<file path="src/rtl/rtype_issue_ctrl.sv">
// Purpose : buffers LEGv8 R-format instructions, decodes them for RF_ALU and issues a RegWrite strobe.
// Latency : push at edge N -> pop/decode at N+1 -> EXEC -> RegWrite high in the WB cycle (sampled by RF_ALU at N+3).
// Backpr. : instr_ready = !full & reset_n; a full FIFO ignores instr. Throughput is one instruction per 2+SETTLE_CYCLES cycles.
//
// Ports:
//   clock, reset_n       shared RF_ALU clock; synchronous active-low reset
//   instr/instr_valid    R-format instruction input, pushed when instr_valid & instr_ready
//   instr_ready          FIFO can accept
//   zero                 RF_ALU zero result, sampled in WB
//   ALUOp, OpcodeField,  registered RF_ALU controls, held between instructions
//   Read1, Read2, WriteReg
//   RegWrite             one-cycle write strobe (suppressed for Rd == XZR)
//   zero_flag            zero sampled at the last completed instruction
//   illegal              one-cycle pulse when an unsupported opcode is dropped
//   busy                 FIFO non-empty or FSM not idle
//   retired_count        completed legal instructions, wrapping
module rtype_issue_ctrl #(
  parameter int DEPTH         = 4,
  parameter int SETTLE_CYCLES = 1,
  parameter int CNT_W         = 16
) (
  input  logic             clock,
  input  logic             reset_n,
  input  logic [31:0]      instr,
  input  logic             instr_valid,
  output logic             instr_ready,
  input  logic             zero,
  output logic [1:0]       ALUOp,
  output logic [10:0]      OpcodeField,
  output logic [4:0]       Read1,
  output logic [4:0]       Read2,
  output logic [4:0]       WriteReg,
  output logic             RegWrite,
  output logic             zero_flag,
  output logic             illegal,
  output logic             busy,
  output logic [CNT_W-1:0] retired_count
);

  localparam int AW = $clog2(DEPTH);
  localparam int SW = (SETTLE_CYCLES > 1) ? $clog2(SETTLE_CYCLES) : 1;
  localparam logic [SW-1:0] SETTLE_LAST = SW'(SETTLE_CYCLES - 1);

  localparam logic [10:0] OP_AND = 11'b10001010000;
  localparam logic [10:0] OP_ORR = 11'b10101010000;
  localparam logic [10:0] OP_ADD = 11'b10001011000;
  localparam logic [10:0] OP_SUB = 11'b11001011000;

  typedef enum logic [1:0] {S_IDLE, S_EXEC, S_WB} state_t;

  // Entries keep only {opcode, Rm, Rn, Rd}; shamt is dropped at the input.
  logic [25:0]   r_mem [DEPTH];
  logic [AW:0]   r_wp;
  logic [AW:0]   r_rp;
  logic [SW-1:0] r_settle;
  state_t        r_state;
  state_t        w_state_nxt;

  logic        w_full;
  logic        w_empty;
  logic        w_push;
  logic        w_pop;
  logic        w_load;
  logic        w_drop;
  logic        w_wb;
  logic        w_legal;
  logic [25:0] w_head;
  logic [10:0] w_op;
  logic [4:0]  w_rm;
  logic [4:0]  w_rn;
  logic [4:0]  w_rd;
  logic        w_unused_shamt;

  assign w_unused_shamt = ^instr[15:10];

  // Extra pointer MSB distinguishes full from empty when the indices match.
  assign w_empty     = (r_wp == r_rp);
  assign w_full      = (r_wp[AW] != r_rp[AW]) && (r_wp[AW-1:0] == r_rp[AW-1:0]);
  assign instr_ready = !w_full && reset_n;
  assign w_push      = instr_valid && instr_ready;
  assign busy        = !w_empty || (r_state != S_IDLE);

  assign w_head = r_mem[r_rp[AW-1:0]];
  assign w_op   = w_head[25:15];
  assign w_rm   = w_head[14:10];
  assign w_rn   = w_head[9:5];
  assign w_rd   = w_head[4:0];

  assign w_legal = (w_op == OP_AND) || (w_op == OP_ORR) ||
                   (w_op == OP_ADD) || (w_op == OP_SUB);

  always_comb begin
    w_state_nxt = r_state;
    w_pop       = 1'b0;
    w_load      = 1'b0;
    w_drop      = 1'b0;
    w_wb        = 1'b0;
    case (r_state)
      S_IDLE: begin
        if (!w_empty) begin
          w_pop = 1'b1;
          if (w_legal) begin
            w_load      = 1'b1;
            w_state_nxt = S_EXEC;
          end else begin
            w_drop = 1'b1;
          end
        end
      end
      S_EXEC: begin
        if (r_settle == SETTLE_LAST) w_state_nxt = S_WB;
      end
      S_WB: begin
        w_wb        = 1'b1;
        w_state_nxt = S_IDLE;
      end
      default: w_state_nxt = S_IDLE;
    endcase
  end

  always_ff @(posedge clock) begin
    if (!reset_n) r_state <= S_IDLE;
    else          r_state <= w_state_nxt;
  end

  // Storage needs no reset: the pointers define which entries are live.
  always_ff @(posedge clock) begin
    if (w_push) r_mem[r_wp[AW-1:0]] <= {instr[31:21], instr[20:16], instr[9:5], instr[4:0]};
  end

  always_ff @(posedge clock) begin
    if (!reset_n) begin
      r_wp          <= '0;
      r_rp          <= '0;
      r_settle      <= '0;
      ALUOp         <= '0;
      OpcodeField   <= '0;
      Read1         <= '0;
      Read2         <= '0;
      WriteReg      <= '0;
      RegWrite      <= 1'b0;
      zero_flag     <= 1'b0;
      illegal       <= 1'b0;
      retired_count <= '0;
    end else begin
      if (w_push) r_wp <= r_wp + 1'b1;
      if (w_pop)  r_rp <= r_rp + 1'b1;

      if (w_load)                 r_settle <= '0;
      else if (r_state == S_EXEC) r_settle <= r_settle + 1'b1;

      if (w_load) begin
        ALUOp       <= 2'b10;
        OpcodeField <= w_op;
        Read1       <= w_rn;
        Read2       <= w_rm;
        WriteReg    <= w_rd;
      end

      illegal <= w_drop;

      // Raised on the EXEC->WB transition so the strobe coincides with the WB cycle.
      RegWrite <= (r_state == S_EXEC) && (w_state_nxt == S_WB) && (WriteReg != 5'd31);

      if (w_wb) begin
        zero_flag     <= zero;
        retired_count <= retired_count + 1'b1;
      end
    end
  end

endmodule

</file>
<file path="config.mk">
export PLATFORM = sky130hd
export DESIGN_NAME = rtype_issue_ctrl
export DESIGN_NICKNAME = d
export VERILOG_FILES = /design/src/rtl/rtype_issue_ctrl.sv
export SDC_FILE = /design/constraint.sdc
export NUM_CORES = 1
export LEC_CHECK = 0
export CORE_AREA = 3 3 115 117
export CTS_CLUSTER_DIAMETER = 80
export DETAILED_ROUTE_END_ITERATION = 10
export DIE_AREA = 0 0 118 120
export PLACE_DENSITY_LB_ADDON = 0.08
export SYNTH_ARGS = -nofsm -noshare
export SYNTH_HDL_FRONTEND = slang
export SYNTH_SLANG_ARGS = --single-unit
</file>
<file path="constraint.sdc">
create_clock -name clock -period 2.1 [get_ports clock]
set_input_delay 0.42 -clock clock [delete_from_list [all_inputs] [get_ports clock]]
set_output_delay 0.42 -clock clock [all_outputs]
set_load 0.05 [all_outputs]
</file>
=== Word-level counts from Yosys, hierarchy flattened ===
Memories as Yosys holds them, arrays and structs flattened. A register that Yosys moved wholly into a read port is not among the register bits.
Index checks and enable logic that the tools add are counted.

* Bits in registers: 55
* RAM bits: 104
* Input port bits: 36
* Output and inout port bits: 49
* Logic and storage cells: 61
* Memories: 1

* Add/subtract/negate cells: 4
* Equality and inequality tests: 11
* Muxes and demuxes: 15
* Bitwise operators: 2
* Reduce and logical (&&, ||, !) cells: 15

{| class="wikitable"
|+ Memory list
! memory !! depth !! width !! read ports !! clocked after Yosys merged registers in !! wr ports !! line !! source
|-
| r_mem || 4 || 26 || 1 || 1 || 1 || 52 || <nowiki>logic [25:0] r_mem [DEPTH];</nowiki>
|}

{| class="wikitable"
|+ Operator list
! cell !! count
|-
| 11-bit == test (second input constant) || 4
|-
| 16-bit by 1-bit adder with 16-bit output (second input constant) || 1
|-
| 2-bit two-way mux || 5
|-
| 1-bit two-way mux || 9
|-
| 3-bit by 1-bit adder with 3-bit output (second input constant) || 2
|-
| 1-bit logical AND || 5
|-
| 5-bit != test (second input constant) || 1
|-
| 2-bit == test (second input constant) || 2
|-
| 1-bit logical OR || 4
|-
| 2-bit case mux with 2 select lines || 1
|-
| 3-bit == test || 1
|-
| 3-bit OR reduction || 1
|-
| 2-bit by 1-bit == test with 1-bit output (second input constant) || 1
|-
| 2-bit == test || 1
|-
| 1-bit logical NOT || 2
|-
| 2-bit logical NOT || 1
|-
| 1-bit NOT || 2
|-
| 2-bit nonzero test || 1
|-
| 2-bit OR reduction || 1
|-
| 1-bit adder (second input constant) || 1
|-
| 1-bit != test || 1
|}

=== Longest topological paths before layout ===
Gate-level depths: netlist of the first run.

* Depth after elaboration: 10
* Mapped depth: 9
* Depth with buffers taken out: 6

=== Worst setup path before layout of the first run ===
OpenSTA, ideal clock, no wires.

* Path kind: input port to flip-flop
* From: input reset_n
* To: memory r_mem[3][0], enable pin
* Setup time: 0.387 ns
* Data arrival time: 2.606 ns
* Data required time: 1.713 ns
* Path slack: -0.893 ns
* Stages: 4
* Path buffers: 1
* Cells stage by stage: clkbuf_1 inv_1 a31oi_1 and3_1

* Cells in the longest elaborated chain, start to end: 4

{| class="wikitable"
|+ Ends and longest elaborated chain
! what !! line !! source
|-
| start: declaration || 23 || <nowiki>input logic reset_n,</nowiki>
|-
| 1-bit logical AND || 79 || <nowiki>assign instr_ready = !w_full && reset_n;</nowiki>
|-
| named net instr_ready || 26 || <nowiki>output logic instr_ready,</nowiki>
|-
| 1-bit logical AND || 80 || <nowiki>assign w_push = instr_valid && instr_ready;</nowiki>
|-
| 1-bit two-way mux || 128 || <nowiki>if (w_push) r_mem[r_wp[AW-1:0]] <= {instr[31:21], instr[20:16], instr[9:5], instr[4:0]};</nowiki>
|-
| 1-bit two-way mux (implied by the code) || 128 ||
|-
| end: declaration || 52 ||
|}

The timed path passes the listed nets, and every way through them passes these cells.

==> results.yml, run 1 <==
detailed_routing:
  vias: 3470
  first_pass_iters: 4
  drc: 0
  ant_nets: 0
  drt_iter0_markers: 207
  wl_um: 11260
  wl_per_cell_um: 16.46
  viasPerCell: 5.073
sta:
  post-route-period-util_pct: 97.69
  rsz0062_at_grt: "yes"
  period_minus_slack_ns: 2.051
  setup_viol: 0
  slew_violations: 0
  hold_viol_final: 0
  setup_ws_ns: 0.04857
  finClkSkew_ns: 0.007050
  tightest_slew_ns: 0.5422
  timing.fmax_mhz: 487.5
  slew_headroom_pct: 63.74
clock_network:
  numCtsBuffers: 17
  clkTransAtPathRegs_ns: 0.06
  cts_root_buf: "clkbuf_16"
  cts_tree: "yes"
  insertion_delay_ns: 0.42
  htree_num_levels: 4
  clock_sinks: 161
  hold_buffers: 0
  clockBufferDepth: 2
final_layout:
  num-nets-final: 541
  fillCellCount: 960
  antennaDiodeCount: 0
  fin_area_mm2: 0.008016
  syn_to_final_growth_pct: 33.01
  drive_above_1_share_pct: 18.16
synth:
  yosysWarnings: 0
  synth_edf_count: 104
  ys_seq_elements: 161
  synth_nets: 431
  synthCells: 389
  ys_seq_area_share_pct: 70.75
  syn_area_per_cell_um2: 15.49
  synth_ff_type: "edfxtp_1"
  async_reset_ff_share_pct: 0
  yosysUniqueCellTypes: 40
  synthesis.area_mm2: 0.006027
floorplan:
  start_util_pct: 48.35
  row_count: 41
  die-area_mm2: 0.01416
  die_h_um: 120
  die_x_um: 118
  core_area_mm2: 0.01247
  io_pins: 85
global_route:
  antenna_found_initial: 0
  grt-ovfl-total: 0
  grt.total_usage_pct: 16.53
  grt_max_degree: 45
  grt_pass1_wl_um: 17810
  grt_pass1_vias: 3413
flow_run:
  cap_violations: 0
critical_path:
  crit_chain: "nor4_2 -> a22oi_1 -> o32a_1 -> nor3b_4 -> buf_6 -> buf_12 -> mux2i_1"
  cp_slowest_stage_delay_ns: 0.42
  critPathBufInv: 2
  crit_type: "reg -> reg"
  cp-end-kind: "flop"
  crit_path_start_kind: "flop"
  crit_family: "simple AND/OR/NAND/NOR gates"
  worstPathRequired_ns: 2.44
  cp_max_fo: 6
  cp_slowest_cell: "o32a_1"
  arrival_ns: 2.39
place:
  detailedPlace.worstSlack_ns: -0.07796
  place_area_mm2: 0.007233
  dp_hpwl_um: 7289
  routabilityCongestion: 0.7699
  port_buffers: 77
power:
  peakVddDrop_v: 0.0006092
  leakagePower_nw: 2.870
  power_density_mw_per_mm2: 995.9
min_path:
  min_path_type: "reg -> reg"
status:
  outcome: "finished clean"
## Yosys cell counts (all sizes together), types with 7 or more instances
| cell type | count | area share (%) |
|---|---|---|
| dfxtp | 57 | 19 |
| xnor2 | 10 | 1.5 |
| edfxtp | 104 | 52 |
| nand2 | 49 | 3.1 |
| buf | 10 | 1.4 |
| nor2 | 26 | 1.6 |
| xor2 | 12 | 1.7 |
| mux2i | 22 | 3.7 |
| and3 | 8 | 0.83 |
| nor3b | 7 | 0.95 |
| clkbuf | 9 | 0.56 |
| mux4 | 19 | 7.2 |
## routing by layer
| layer | GRT usage [%] | wire length [um] |
|---|---|---|
| met1 | 21.06 | 4962 |
| met2 | 27.09 | 5714 |
| met3 | 4.665 | 420 |
| met4 | 6.374 | 159 |
| met5 | 0 | 0 |
## power by group
part / switching [W] / total, W / internal [W]
sequential: 0.0000929 / 0.00358 / 0.00349
clock: 0.00116 / 0.00318 / 0.00203
combinational: 0.000583 / 0.00122 / 0.000632
## placed cells by master, fill, tap and decap left out, types with 3 or more instances in the layout
cell               n
buf_12            10
and3_1             4
clkdlybuf4s50_1   67
nand3_1            6
mux4_2            18
xnor2_1            8
buf_4             20
dfxtp_1           55
dlygate4sd2_1      3
and3_2             3
xor2_1            12
o21a_1             6
o21ai_0            3
clkbuf_1           3
edfxtp_1         104
clkbuf_16         23
nand4_1            4
and4b_1            3
inv_1              3
ha_1               6
nand2_1           49
nor2_1            26
nor3b_1            6
nor3_1             5
dlymetal6s2s_1     5
mux2i_1           22
clkinv_2           3
## timing repair
| item | CTS | global route |
|---|---|---|
| pin swaps | 2 | 2 |
| buffers inserted | 2 | 3 |
| gates cloned | 1 | 2 |
| gates resized for setup | 10 | 8 |
| setup endpoints to repair | 23 | 34 |
## worst reg2reg max path, delay by kind of cell, from the launching register on
| kind | cells | cell delay (ns) |
|---|---|---|
| AO/OA/AOI/OAI | 2 | 0.53 |
| multiplexers | 1 | 0.19 |
| buffers and inverters | 2 | 0.32 |
| flip-flops | 1 | 0.38 |
| AND/OR/NAND/NOR | 2 | 0.56 |
## kinds of logic (layout without fill, tap and decap cells)
| kind of cell | count (synthesis) | count (layout) | share of synthesized area [%] |
|---|---|---|---|
| AO/OA/AOI/OAI | 17 | 17 | 2.117 |
| XOR/XNOR | 22 | 22 | 3.197 |
| adder cells (fa/ha/maj) | 6 | 6 | 1.246 |
| buffers and inverters | 22 | 145 | 2.138 |
| flip-flops | 161 | 161 | 70.75 |
| multiplexers | 41 | 41 | 10.88 |
| other | 1 | 1 | 0.06222 |
| AND/OR/NAND/NOR | 119 | 119 | 9.612 |
## area by class of cell
class	instances	area [um^2]	area share (%)
sequential	161	4269	53.25
multi-input combinational	206	1682	20.98
timing repair buffer	110	1210	15.09
clock buffer	24	536.8	6.696
tap	172	215.2	2.685
clock inverter	8	92.59	1.155
inverter	3	11.26	0.1405
## per-stage QoR
step | total power, W | TNS [ns] | instances | hold slack [ns] | util, %
4_1_cts | 0.008035 | -0.005006 | 679 | 0.4582 | 63.56
2_1_floorplan | 0.004426 | -0.5358 | 389 | 0.4441 | -
3_3_place_gp | 0.004804 | -0.07013 | 644 | 0.4415 | 58.02
6_report | 0.007984 | 0 | 684 | 0.4547 | 64.31
3_5_place_dp | 0.004818 | -0.6125 | 644 | 0.4501 | 58.02
5_1_grt | 0.008297 | -0.7757 | 684 | 0.4837 | 64.31
## path summary, 6_finish.rpt
path / from / to / depth (start not counted) / slack, ns
max reg2reg: r_mem[2][15]$_DFFE_PP_ / Read1[0]$_SDFFE_PN0P_ / 7 / 0.05
max: r_mem[2][15]$_DFFE_PP_ / Read1[0]$_SDFFE_PN0P_ / 7 / 0.05
min reg2reg: Read1[1]$_SDFFE_PN0P_ / Read1[1]$_SDFFE_PN0P_ / 2 / 0.45
min: Read1[1]$_SDFFE_PN0P_ / Read1[1]$_SDFFE_PN0P_ / 2 / 0.45
## sequential cells by signal (all words and copies together) (netlist names), named ones only
register / flops
illegal: 1
zero_flag: 1
r_settle: 1
retired_count: 16
Read2: 5
r_mem: 104
Read1: 5
WriteReg: 5
r_state: 2
r_wp: 3
ALUOp: 1
r_rp: 3
OpcodeField: 11
RegWrite: 1
Power figures use the tool's default switching activity.
==> run 2, diff against run 1 <==
Settings changed: MAX_ROUTING_LAYER set to met4.
==> run 2 against run 1 <==
  * Clock power about the same
  * Maximum frequency about the same
  * Hold slack about the same
  * Non-clock buffer count unchanged
  * Critical path depth unchanged
  * Flip-flop and latch count unchanged
  * Highest routed layer unchanged
==> results.yml, run 2 (synthesis results as in run 1) <==
sta:
  slew_headroom_pct: 63.74
  slew_violations: 0
  period_minus_slack_ns: 2.052
  tightest_slew_ns: 0.5422
  tns_ns: 0
  timing.fmax_mhz: 487.4
  post-route-period-util_pct: 97.70
  rsz0062_at_grt: "yes"
  finClkSkew_ns: 0.007848
  hold_viol_final: 0
  setup_ws_ns: 0.04837
  setup_viol: 0
min_path:
  min_to: "Read1[1]$_SDFFE_PN0P_"
  whs_path_depth: 2
  min_path_type: "reg -> reg"
  min_from: "Read1[1]$_SDFFE_PN0P_"
clock_network:
  htree_num_levels: 4
  hold_buffers: 0
  numCtsBuffers: 17
  clockBufferDepth: 2
  clock_sinks: 161
  cts_root_buf: "clkbuf_16"
  clkTransAtPathRegs_ns: 0.06
  insertion_delay_ns: 0.42
  cts_tree: "yes"
floorplan:
  core_area_mm2: 0.01247
  die_x_um: 118
  row_count: 41
  die-area_mm2: 0.01416
  io_pins: 85
  die_h_um: 120
  start_util_pct: 48.35
global_route:
  grt.total_usage_pct: 17.01
  antenna_found_initial: 0
  grt_pass1_wl_um: 17830
  grt_max_degree: 45
  grt-ovfl-total: 0
  grt_pass1_vias: 3405
critical_path:
  cp_max_fo: 6
  critPathBufInv: 2
  cp-end-kind: "flop"
  worstPathRequired_ns: 2.44
  rrSetupSlack_ns: 0.05
  arrival_ns: 2.39
  cp.depth: 7
  r2r_end: "Read1[0]$_SDFFE_PN0P_"
  r2r_start: "r_mem[2][15]$_DFFE_PP_"
  reg2reg_depth: 7
  cp_slowest_stage_delay_ns: 0.42
  crit_path_start_kind: "flop"
  crit_chain: "nor4_2 -> a22oi_1 -> o32a_1 -> nor3b_4 -> buf_6 -> buf_12 -> mux2i_1"
  crit_type: "reg -> reg"
  crit_family: "simple AND/OR/NAND/NOR gates"
  cp_slowest_cell: "o32a_1"
power:
  p_comb_share_pct: 15.2
  power_frac_seq_pct: 44.9
  switching_share_pct: 22.92
  power_density_mw_per_mm2: 995.1
  pwr-share-clk_pct: 39.9
  switchingPower_w: 0.001828
  p_int_w: 0.006149
  peakVddDrop_v: 0.0006089
  leakagePower_nw: 2.870
final_layout:
  num-nets-final: 541
  layout_commonest_cell: "edfxtp_1"
  post-route-util_pct: 64.31
  syn_to_final_growth_pct: 33.01
  largest_register_ff_count: 104
  drive_above_1_share_pct: 18.16
  antennaDiodeCount: 0
  fillCellCount: 960
  layout_common_cells: "edfxtp_1, clkdlybuf4s50_1, dfxtp_1"
detailed_routing:
  wl_um: 11230
  ant_nets: 0
  vias: 3466
  first_pass_iters: 4
  viasPerCell: 5.067
  drt_iter0_markers: 203
  drc: 0
  wl_per_cell_um: 16.42
place:
  routabilityCongestion: 0.7802
  dp_hpwl_um: 7289
  detailedPlace.worstSlack_ns: -0.07796
  port_buffers: 77
flow_run:
  cap_violations: 0
status:
  outcome: "finished clean"
## run 2: power groups by stage
stage | Sequential (W) | Clock (W) | Combinational [W]
final | 0.00358 | 0.00318 | 0.00121
after global routing | 0.00360 | 0.00338 | 0.00132
after CTS | 0.00358 | 0.00324 | 0.00121
after detailed placement | 0.00364 | 0 | 0.00118
after global placement | 0.00363 | 0 | 0.00117
after floorplan | 0.00363 | 0 | 0.000798
## run 2: what timing repair did
item / CTS / global route
cloned: 1 / 2
setup buffers: 2 / 3
pin swaps: 2 / 2
endpoints found under the setup margin: 23 / 34
resized for setup: 10 / 8
## run 2: area by class of cell
class	count	area (um^2)	area share [%]
flip-flops and latches	161	4269	53.25
clock inverters	8	92.59	1.155
multi-input cells	206	1682	20.98
repair buffers	110	1210	15.09
inverters	3	11.26	0.1405
clock buffers	24	536.8	6.696
well taps	172	215.2	2.685
## run 2: worst max-delay path by stage
stage / slack (ns) / endpoint / start
5_1_grt: -0.07 / Read1[0]$_SDFFE_PN0P_ / r_mem[2][15]$_DFFE_PP_
3_5_place_dp: -0.08 / Read1[0]$_SDFFE_PN0P_ / flop
6_report: 0.05 / Read1[0]$_SDFFE_PN0P_ / r_mem[2][15]$_DFFE_PP_
4_1_cts: -0.005 / Read1[4]$_SDFFE_PN0P_ / flop
3_3_place_gp: -0.01 / WriteReg[3]$_SDFFE_PN0P_ / flop
2_1_floorplan: -0.007 / r_mem[0][0]$_DFFE_PP_ / reset_n
## run 2: worst min-delay path, stage by stage (launching register included)
cell and delay, ns:
dfxtp_1 0.30, nand2_1 0.05, mux2i_1 0.05
## run 2: routing by layer
metal  GRT usage (%)  vias up  part of all wire (%)  wire length (um)
met5               -        -                     0                 0
met4           6.374        0                   1.8               198
li1                -     1658                     -                 -
met1           21.16     1711                    44              4912
met3           4.665       14                   3.8               431
met2           26.99       83                    51              5686
## run 2: per-stage QoR
stage	power, W	area, um^2	hold WS, ns	std cells
detailed placement	0.004818	7233	0.4501	644
floorplan	0.004426	6051	0.4441	389
global route	0.008298	8016	0.4837	684
finish	0.007978	8016	0.4547	684
CTS	0.008035	7923	0.4582	679
global placement	0.004804	7233	0.4415	644
